## config.mk

```make
export PLATFORM = sky130hd
export DESIGN_NAME = message_loader
export DESIGN_NICKNAME = d
export VERILOG_FILES = /design/src/rtl/message_loader.sv
export SDC_FILE = /design/constraint.sdc
export NUM_CORES = 1
export LEC_CHECK = 0
export ABC_AREA = 1
export CORE_AREA = 2 2 163 165
export DETAILED_ROUTE_END_ITERATION = 7
export DIE_AREA = 0 0 165 167
export HOLD_SLACK_MARGIN = 0.06
export PLACE_DENSITY_LB_ADDON = 0.15
export SKIP_LAST_GASP = 1
export SYNTH_ARGS = -nofsm -noshare
export SYNTH_HDL_FRONTEND = slang
export SYNTH_SLANG_ARGS = --single-unit
export TNS_END_PERCENT = 30
```

## constraint.sdc

```tcl
create_clock -name sysclk_125mhz -period 7.8 [get_ports sysclk_125mhz]
set_clock_uncertainty 0.1 [all_clocks]
set_input_delay 0.78 -clock sysclk_125mhz [delete_from_list [all_inputs] [get_ports sysclk_125mhz]]
set_output_delay 0.78 -clock sysclk_125mhz [all_outputs]
set_load 0.005 [all_outputs]
```

## src/rtl/message_loader.sv

```systemverilog
// message_loader: builds a hex message one nibble at a time from switches and
// three push buttons, then offers the completed message to a hash engine with
// a valid/ready handshake. Buttons are synchronized and debounced before use.
module message_loader #(
    parameter int MSG_BITS  = 120,
    parameter int DB_CYCLES = 1250000
) (
    input  logic                               sysclk_125mhz,
    input  logic                               rst,
    input  logic [3:0]                         nibble_in,
    input  logic                               btn_enter,
    input  logic                               btn_back,
    input  logic                               btn_go,
    input  logic                               hash_ready,
    output logic [MSG_BITS-1:0]                message,
    output logic                               msg_valid,
    output logic [$clog2(MSG_BITS/4+1)-1:0]    nibble_count,
    output logic                               full,
    output logic [15:0]                        preview
);

    // ------------------------------------------------------------------
    // Local constants
    // ------------------------------------------------------------------
    localparam int NIBBLES = MSG_BITS / 4;
    localparam int NIB_W   = $clog2(NIBBLES + 1);
    localparam int CNT_W   = (DB_CYCLES > 1) ? $clog2(DB_CYCLES + 1) : 1;
    localparam int NUM_BTN = 3;

    // Button index map into the packed button vectors.
    localparam int BTN_ENTER = 0;
    localparam int BTN_BACK  = 1;
    localparam int BTN_GO    = 2;

    // Counter value on which the debounce window completes.
    localparam logic [CNT_W-1:0] DB_LAST   = CNT_W'(DB_CYCLES - 1);
    // Nibble count just before the message becomes full.
    localparam logic [NIB_W-1:0] LAST_SLOT = NIB_W'(NIBBLES - 1);

    typedef enum logic [1:0] {
        ST_ENTRY = 2'd0,
        ST_FULL  = 2'd1,
        ST_SEND  = 2'd2,
        ST_HOLD  = 2'd3
    } state_t;

    // ------------------------------------------------------------------
    // Nibble synchronizer
    // ------------------------------------------------------------------
    logic [3:0] nib_s1_q, nib_s1_d;
    logic [3:0] nib_s2_q, nib_s2_d;

    // Next values for the two-stage nibble synchronizer.
    always_comb begin
        nib_s1_d = nibble_in;
        nib_s2_d = nib_s1_q;
    end

    // Nibble synchronizer flops; the second stage is the only copy used.
    always_ff @(posedge sysclk_125mhz or posedge rst) begin
        if (rst) begin
            nib_s1_q <= '0;
            nib_s2_q <= '0;
        end else begin
            nib_s1_q <= nib_s1_d;
            nib_s2_q <= nib_s2_d;
        end
    end

    // ------------------------------------------------------------------
    // Per-button synchronizer, debouncer and press detector
    // ------------------------------------------------------------------
    logic [NUM_BTN-1:0] btn_raw;
    logic [NUM_BTN-1:0] press_pulse;

    assign btn_raw = {btn_go, btn_back, btn_enter};

    generate
        for (genvar gi = 0; gi < NUM_BTN; gi++) begin : g_btn
            logic             s1_q, s1_d;
            logic             s2_q, s2_d;
            logic             db_q, db_d;
            logic             prev_q, prev_d;
            logic [CNT_W-1:0] cnt_q, cnt_d;

            // Debounce: the stable level follows the synchronized level only
            // after DB_CYCLES consecutive cycles of disagreement; any agreement
            // in between restarts the window.
            always_comb begin
                s1_d   = btn_raw[gi];
                s2_d   = s1_q;
                db_d   = db_q;
                cnt_d  = '0;
                prev_d = db_q;
                if (s2_q != db_q) begin
                    if (cnt_q == DB_LAST) begin
                        db_d  = s2_q;
                        cnt_d = '0;
                    end else begin
                        cnt_d = cnt_q + 1'b1;
                    end
                end
            end

            // Button state flops, all cleared by reset so a held button must
            // serve a fresh debounce window after reset release.
            always_ff @(posedge sysclk_125mhz or posedge rst) begin
                if (rst) begin
                    s1_q   <= 1'b0;
                    s2_q   <= 1'b0;
                    db_q   <= 1'b0;
                    prev_q <= 1'b0;
                    cnt_q  <= '0;
                end else begin
                    s1_q   <= s1_d;
                    s2_q   <= s2_d;
                    db_q   <= db_d;
                    prev_q <= prev_d;
                    cnt_q  <= cnt_d;
                end
            end

            // One-cycle pulse on each debounced rising edge.
            assign press_pulse[gi] = db_q & ~prev_q;
        end
    endgenerate

    logic enter_pulse;
    logic back_pulse;
    logic go_pulse;

    assign enter_pulse = press_pulse[BTN_ENTER];
    assign back_pulse  = press_pulse[BTN_BACK];
    assign go_pulse    = press_pulse[BTN_GO];

    // ------------------------------------------------------------------
    // Control FSM and message datapath
    // ------------------------------------------------------------------
    state_t              state_q, state_d;
    logic [MSG_BITS-1:0] message_q, message_d;
    logic [NIB_W-1:0]    count_q, count_d;

    // State register together with the message and nibble counter.
    always_ff @(posedge sysclk_125mhz or posedge rst) begin
        if (rst) begin
            state_q   <= ST_ENTRY;
            message_q <= '0;
            count_q   <= '0;
        end else begin
            state_q   <= state_d;
            message_q <= message_d;
            count_q   <= count_d;
        end
    end

    // Next state and datapath update; back outranks go, go outranks enter,
    // and only the highest-priority pulse in a cycle is allowed to act.
    always_comb begin
        state_d   = state_q;
        message_d = message_q;
        count_d   = count_q;
        case (state_q)
            ST_ENTRY: begin
                if (back_pulse) begin
                    if (count_q != '0) begin
                        message_d = message_q >> 4;
                        count_d   = count_q - 1'b1;
                    end
                end else if (enter_pulse && !go_pulse) begin
                    // Go has nothing to do on a partial message but still
                    // masks a coincident enter.
                    message_d = {message_q[MSG_BITS-5:0], nib_s2_q};
                    count_d   = count_q + 1'b1;
                    if (count_q == LAST_SLOT) begin
                        state_d = ST_FULL;
                    end
                end
            end
            ST_FULL: begin
                if (back_pulse) begin
                    message_d = message_q >> 4;
                    count_d   = count_q - 1'b1;
                    state_d   = ST_ENTRY;
                end else if (go_pulse) begin
                    state_d = ST_SEND;
                end
            end
            ST_SEND: begin
                // msg_valid is high throughout SEND, so ready alone completes
                // the handshake; all buttons are ignored here.
                if (hash_ready) begin
                    state_d = ST_HOLD;
                end
            end
            ST_HOLD: begin
                if (back_pulse) begin
                    message_d = '0;
                    count_d   = '0;
                    state_d   = ST_ENTRY;
                end
            end
            default: begin
                state_d = ST_ENTRY;
            end
        endcase
    end

    // Status outputs decoded from the registered state only.
    always_comb begin
        msg_valid = (state_q == ST_SEND);
        full      = (state_q != ST_ENTRY);
    end

    assign message      = message_q;
    assign nibble_count = count_q;
    assign preview      = message_q[15:0];

endmodule

```

* Word level (Yosys, flattened, before mapping)
Cells that the tools add are included.
** Storage, ports and cells
- Register bits :: 210
- Latch bits :: 0
- Memory bits (writable) :: 0
- Memory bits (read-only) :: 0
- Bits of input ports :: 10
- Output and inout port bits :: 143
- Word-level logic and storage cells :: 87
- Memories :: 0
** Operators by class
- Add/sub/neg operators :: 5
- $mul :: 0
- Div/mod/pow operators :: 0
- Order comparisons :: 0
- Equal/unequal tests :: 19
- Shifts and indexed selects :: 0
- Muxes and demuxes :: 26
- Bitwise logic cells :: 6
- Reductions and logical operators :: 11
** Operators by type and width (count)
- two-way mux 120 bit :: 5
- one-hot mux 120 bit (3 select lines) :: 1
- two-way mux 21 bit :: 6
- adder 21 x 1 -> 21 bit, second input constant :: 3
- == test 21 bit, second input constant :: 3
- two-way mux 5 bit :: 5
- one-hot mux 5 bit (3 select lines) :: 1
- two-way mux 2 bit :: 7
- inequality test 2 bit, second input constant :: 6
- inequality test 3 bit, second input constant :: 3
- one-hot mux 2 bit (4 select lines) :: 1
- AND reduction 2 bit :: 3
- AND reduction 6 bit :: 1
- adder 5 x 1 -> 5 bit, second input constant :: 1
- == test 5 bit, second input constant :: 1
- AND reduction 5 bit :: 1
- nonzero test 5 bit :: 1
- subtractor 5 x 1 -> 5 bit, second input constant :: 1
- == test 2 bit, second input constant :: 2
- bitwise AND 1 bit :: 3
- inequality test 1 bit :: 3
- NOT 1 bit :: 3
- nonzero test 3 bit :: 1
- == test 2 x 1 -> 1 bit, second input constant :: 1
- 4 further kinds :: 4

* Logic depth before layout (Yosys ltp)
- Word-level depth :: 7
- Mapped depth :: 11
- Gate-level depth less buffers :: 9

* Worst setup path before layout
No wires, ideal clock.
- Path type :: reg2reg
- Start point :: register count_q[0] (netlist: nibble_count[0])
- End point :: register message_q[79] (netlist: message[79])
- Library setup time :: 0.130 ns
- Arrival :: 1.483 ns
- Data required time :: 7.570 ns
- Path slack :: 6.087 ns
- Cell stages (with the launch flop) :: 12
- Path buffers :: 2
- Clock period less this slack :: 1.713 ns
- Cells stage by stage :: dfrtp_1 -> inv_1 -> ha_1 -> nand2_1 -> nor2_1 -> nand2_1 -> nand3_4 -> inv_4 -> buf_6 -> buf_6 -> nand2_1 -> o21ai_0
** On the way
- Longest elaborated chain between the ends :: 3
** RTL lines
- start: declaration :: RTL line 141 : logic [NIB_W-1:0] count_q, count_d;
- start signal: assignment :: RTL line 152 : count_q <= count_d;
- nonzero test 5 bit :: RTL line 165 : if (count_q != '0) begin
- inequality test 3 bit (no source line)
- AND reduction 5 bit (no source line)
- end signal: assignment :: RTL line 151 : message_q <= message_d;
- end: declaration :: RTL line 140 : logic [MSG_BITS-1:0] message_q, message_d;
Every way passes these cells.
A chain may end at the register's enable or synchronous reset.

* Worst setup path in the final report
- Start point :: register state_q[0]
- End point :: register message_q[100] (netlist: message[100])
** On the way
- Longest elaborated chain between the ends :: 3
- Elaborated cells between the ends (all ways) :: 10
- Those cells by class :: eq/ne (6); mux (1); reduce/logical (3)
** RTL lines
- start: declaration :: RTL line 139 : state_t state_q, state_d;
- start signal: assignment :: RTL line 150 : state_q <= state_d;
- == test 2 x 1 -> 1 bit, or another cell as far along :: RTL line 162 : case (state_q)
- inequality test 2 bit (no source line), or another cell as far along
- AND reduction 5 bit (no source line)
Parallel ways exist; a longest one is shown, timed or not.

==> results.sh <==
export IMPL_ir_drop_mv=0.162
export IMPL_synth_warnings=0
export IMPL_drtIter0Drc=969
export IMPL_synth_seq_cells=210
export IMPL_worstMarginPinSlew_ns=1.17
export IMPL_grt_pass1_vias=9599
export IMPL_finalMaxSlewViolations=0
export IMPL_grt_pass1_wl_um=47800
export IMPL_postCtsSetupRepairBufs=0
export IMPL_worstPathRequired_ns=8.05
export IMPL_dieWidth_um=165
export IMPL_leakage_nw=6.13
export IMPL_n_antenna_cell=0
export IMPL_vias=10300
export IMPL_dp_hpwl_um=19300
export IMPL_seq_power_share_pct=44.9
export IMPL_fmax_mhz=258
export IMPL_rsz0062_at_grt="false"
export IMPL_finalHoldViolCount=0
export IMPL_synth_cells=1538
export IMPL_numClockSinks=210
export IMPL_yosysTopAreaCell="dfrtp_1"
export IMPL_arrival_ns=4.12
export IMPL_vias_per_cell=5.22
export IMPL_sw_frac_of_total_pct=20.0
export IMPL_fp_dieH_um=167
export IMPL_clockRootBuffer="clkbuf_16"
export IMPL_clockBufferDepth=3
export IMPL_clock_latency_ns=0.52
export IMPL_worst_setup_path_type="reg2reg"
export IMPL_met3_usage_pct=3.71
export IMPL_switching_power_w=0.000491
export IMPL_synth_nets=1555
export IMPL_drtAntennaViolNets=0
export IMPL_synthesis_area_um2=11400
export IMPL_numCtsBuffers=25
export IMPL_met1_usage_pct=29.2
export IMPL_utilization_pct=53.5
export IMPL_clockPowerShare_pct=53.4
export IMPL_powerDensity_nw_per_um2=178
export IMPL_area_growth_pct=20.7
export IMPL_ys_types=29
export IMPL_status="complete, no violations"
export IMPL_dpl_cell_area_um2=12900
export IMPL_setup_violations_final=0
export IMPL_worstPathMaxFanout=137
export IMPL_first_pass_iters=5
export IMPL_grt_antenna_before_repair=0
export IMPL_avgSynthCellArea_um2=7.43
export IMPL_drc=0
export IMPL_drive_above_1_share_pct=3.53
export IMPL_htreeDepth=1
export IMPL_r2r_slack_ns=3.93
export IMPL_io_pins=153
export IMPL_internal_power_w=0.00196
export IMPL_rows=59
export IMPL_endpoint_kind="flip-flop"
export IMPL_holdCritPathClass="reg2reg"
export IMPL_cp_start_kind="flip-flop"
export IMPL_grt_overflow=0
export IMPL_busiest_layer="met2"
export IMPL_grt_util_met2_pct=34.0
export IMPL_grt_max_degree=138
export IMPL_power_w=0.00246
export IMPL_slew_headroom_pct=22.2
export IMPL_cts_clk_slew_worst_paths_ns=0.06
export IMPL_fin_setup_tns_ns=0
export IMPL_yosysSeqAreaShare_pct=46.0
export IMPL_globalplace_congestion=0.886
export IMPL_cts_hold_buf=0
export IMPL_ctsResizeCount=0
export IMPL_cts_tree="built"
export IMPL_initial_utilization_pct=44.3
export IMPL_p_comb_share_pct=1.7
export IMPL_cap_viol_max_count=0
export IMPL_whs_ns=0.240
export IMPL_coreArea_um2=25800
export IMPL_port_buffers=152
export IMPL_grtUsageTotal_pct=20.9
export IMPL_nets=1644
export IMPL_layout_min_cycle_time_ns=3.87
export IMPL_yosysTopAreaCellShare_pct=46.0
export IMPL_routed_wl_um=29000
export IMPL_wl_per_cell_um=14.7
export IMPL_min_period_over_period_pct=49.6
export IMPL_finish_instance_area_um2=13800
export IMPL_yosys_top_cells_area="dfrtp_1 (46%), nand2_1 (13%), o21ai_0 (8.1%)"
export IMPL_die_area_um2=27600
worst max-delay path, cell delays in order (launching register included):
cell and delay, ns:
dfrtp_4 1.16, inv_4 0.09, nand2_1 0.13, nor2_1 0.05
nand2_1 0.13, nand3_4 0.20, inv_6 0.65, buf_4 0.82
o21ai_0 0.21
synth_stat cells:
| library cell | count |
|---|---|
| nand2_2 | 1 |
| inv_4 | 2 |
| dfrtp_1 | 210 |
| nor3b_1 | 5 |
| o21bai_1 | 1 |
| clkbuf_1 | 40 |
| xor2_1 | 22 |
| ha_1 | 7 |
| a211oi_1 | 2 |
| o21ai_0 | 184 |
| clkinv_1 | 1 |
| nor2_2 | 2 |
| buf_6 | 15 |
| xnor2_1 | 7 |
| nand2_1 | 399 |
| inv_2 | 1 |
| buf_4 | 23 |
| a21oi_1 | 12 |
| o21ai_1 | 53 |
| o22ai_1 | 109 |
| nand4_1 | 13 |
| inv_1 | 189 |
| nor2_1 | 162 |
| nand3_4 | 1 |
| a21oi_4 | 1 |
| nor3_1 | 16 |
| nand3_1 | 45 |
| buf_1 | 1 |
| buf_2 | 14 |
path summary, 6_finish.rpt:
check | startpoint | end | depth (start not counted)
setup / recovery | state_q[0] | message[100] | 8
max in group asynchronous | rst | state_q[0] | 3
setup reg to reg | state_q[0] | message[100] | 8
min in group asynchronous | rst | g_btn[1].cnt_q[2] | 2
hold reg to reg | nib_s1_q[3] | nib_s2_q[3] | 0
hold / removal | nib_s1_q[3] | nib_s2_q[3] | 0
state kept, by name, indices dropped and copies added, names as in the netlist, named ones only:
| name | count |
|---|---|
| g_btn.cnt_q | 63 |
| g_btn.db_q | 3 |
| g_btn.prev_q | 3 |
| g_btn.s1_q | 3 |
| g_btn.s2_q | 3 |
| message | 120 |
| nib_s1_q | 4 |
| nib_s2_q | 4 |
| nibble_count | 5 |
| state_q | 1 |
per-stage QoR:
step	worst slack, ns	cells
2_1_floorplan	1.18	1538
3_3_place_gp	4.12	1935
3_5_place_dp	4.01	1935
4_1_cts	4.00	1980
5_1_grt	3.52	1980
6_report	3.93	1980
placed cells by master (no fill, tap or decap), types with 8 or more instances in the layout:
master           instances
clkbuf_16               25
clkbuf_8                 8
xor2_1                  22
nand4_1                 13
o21ai_1                 53
nor3_1                  16
nand3_1                 45
o22ai_1                109
dfrtp_1                209
clkdlybuf4s50_1        152
nand2_1                397
nor2_1                 162
o21ai_0                184
a21oi_1                 12
inv_1                  188
layout make-up:
| cell class | count | area, um2 |
|---|---|---|
| clock buffer | 35 | 743 |
| clock inverter | 10 | 200 |
| fill | 2448 | 12000 |
| inverter | 193 | 739 |
| multi-input combinational | 1042 | 4890 |
| sequential | 210 | 5260 |
| tap | 335 | 419 |
| timing repair buffer | 155 | 1540 |
power groups by stage:
stage / logic, W / clock network, W / registers (W)
floorplan: 0.0000284 / 0 / 0.00112
global placement: 0.0000444 / 0 / 0.00112
finish: 0.0000423 / 0.00131 / 0.00110
detailed placement: 0.0000444 / 0 / 0.00112
global route: 0.0000512 / 0.00139 / 0.00110
CTS: 0.0000446 / 0.00134 / 0.00110
logic make-up (layout without fill, tap and decap cells):
group | Yosys count | count (layout) | synth area share (%)
simple gates | 644 | 644 | 22.5
compound gates | 362 | 362 | 17.2
buf+inv | 286 | 393 | 11.3
flops | 210 | 210 | 46.0
xor+xnor | 29 | 29 | 2.22
fa+ha+maj | 7 | 7 | 0.767
per-layer routing:
metal  part of all wire (%)  vias up  routed length (um)
li1                       -     5170                   -
met1                     45     4911               13200
met2                     47      225               13700
met3                    5.8       32                1680
met4                    1.6        0                 464
met5                      0        -                   0
Power figures use the tool's default switching activity.
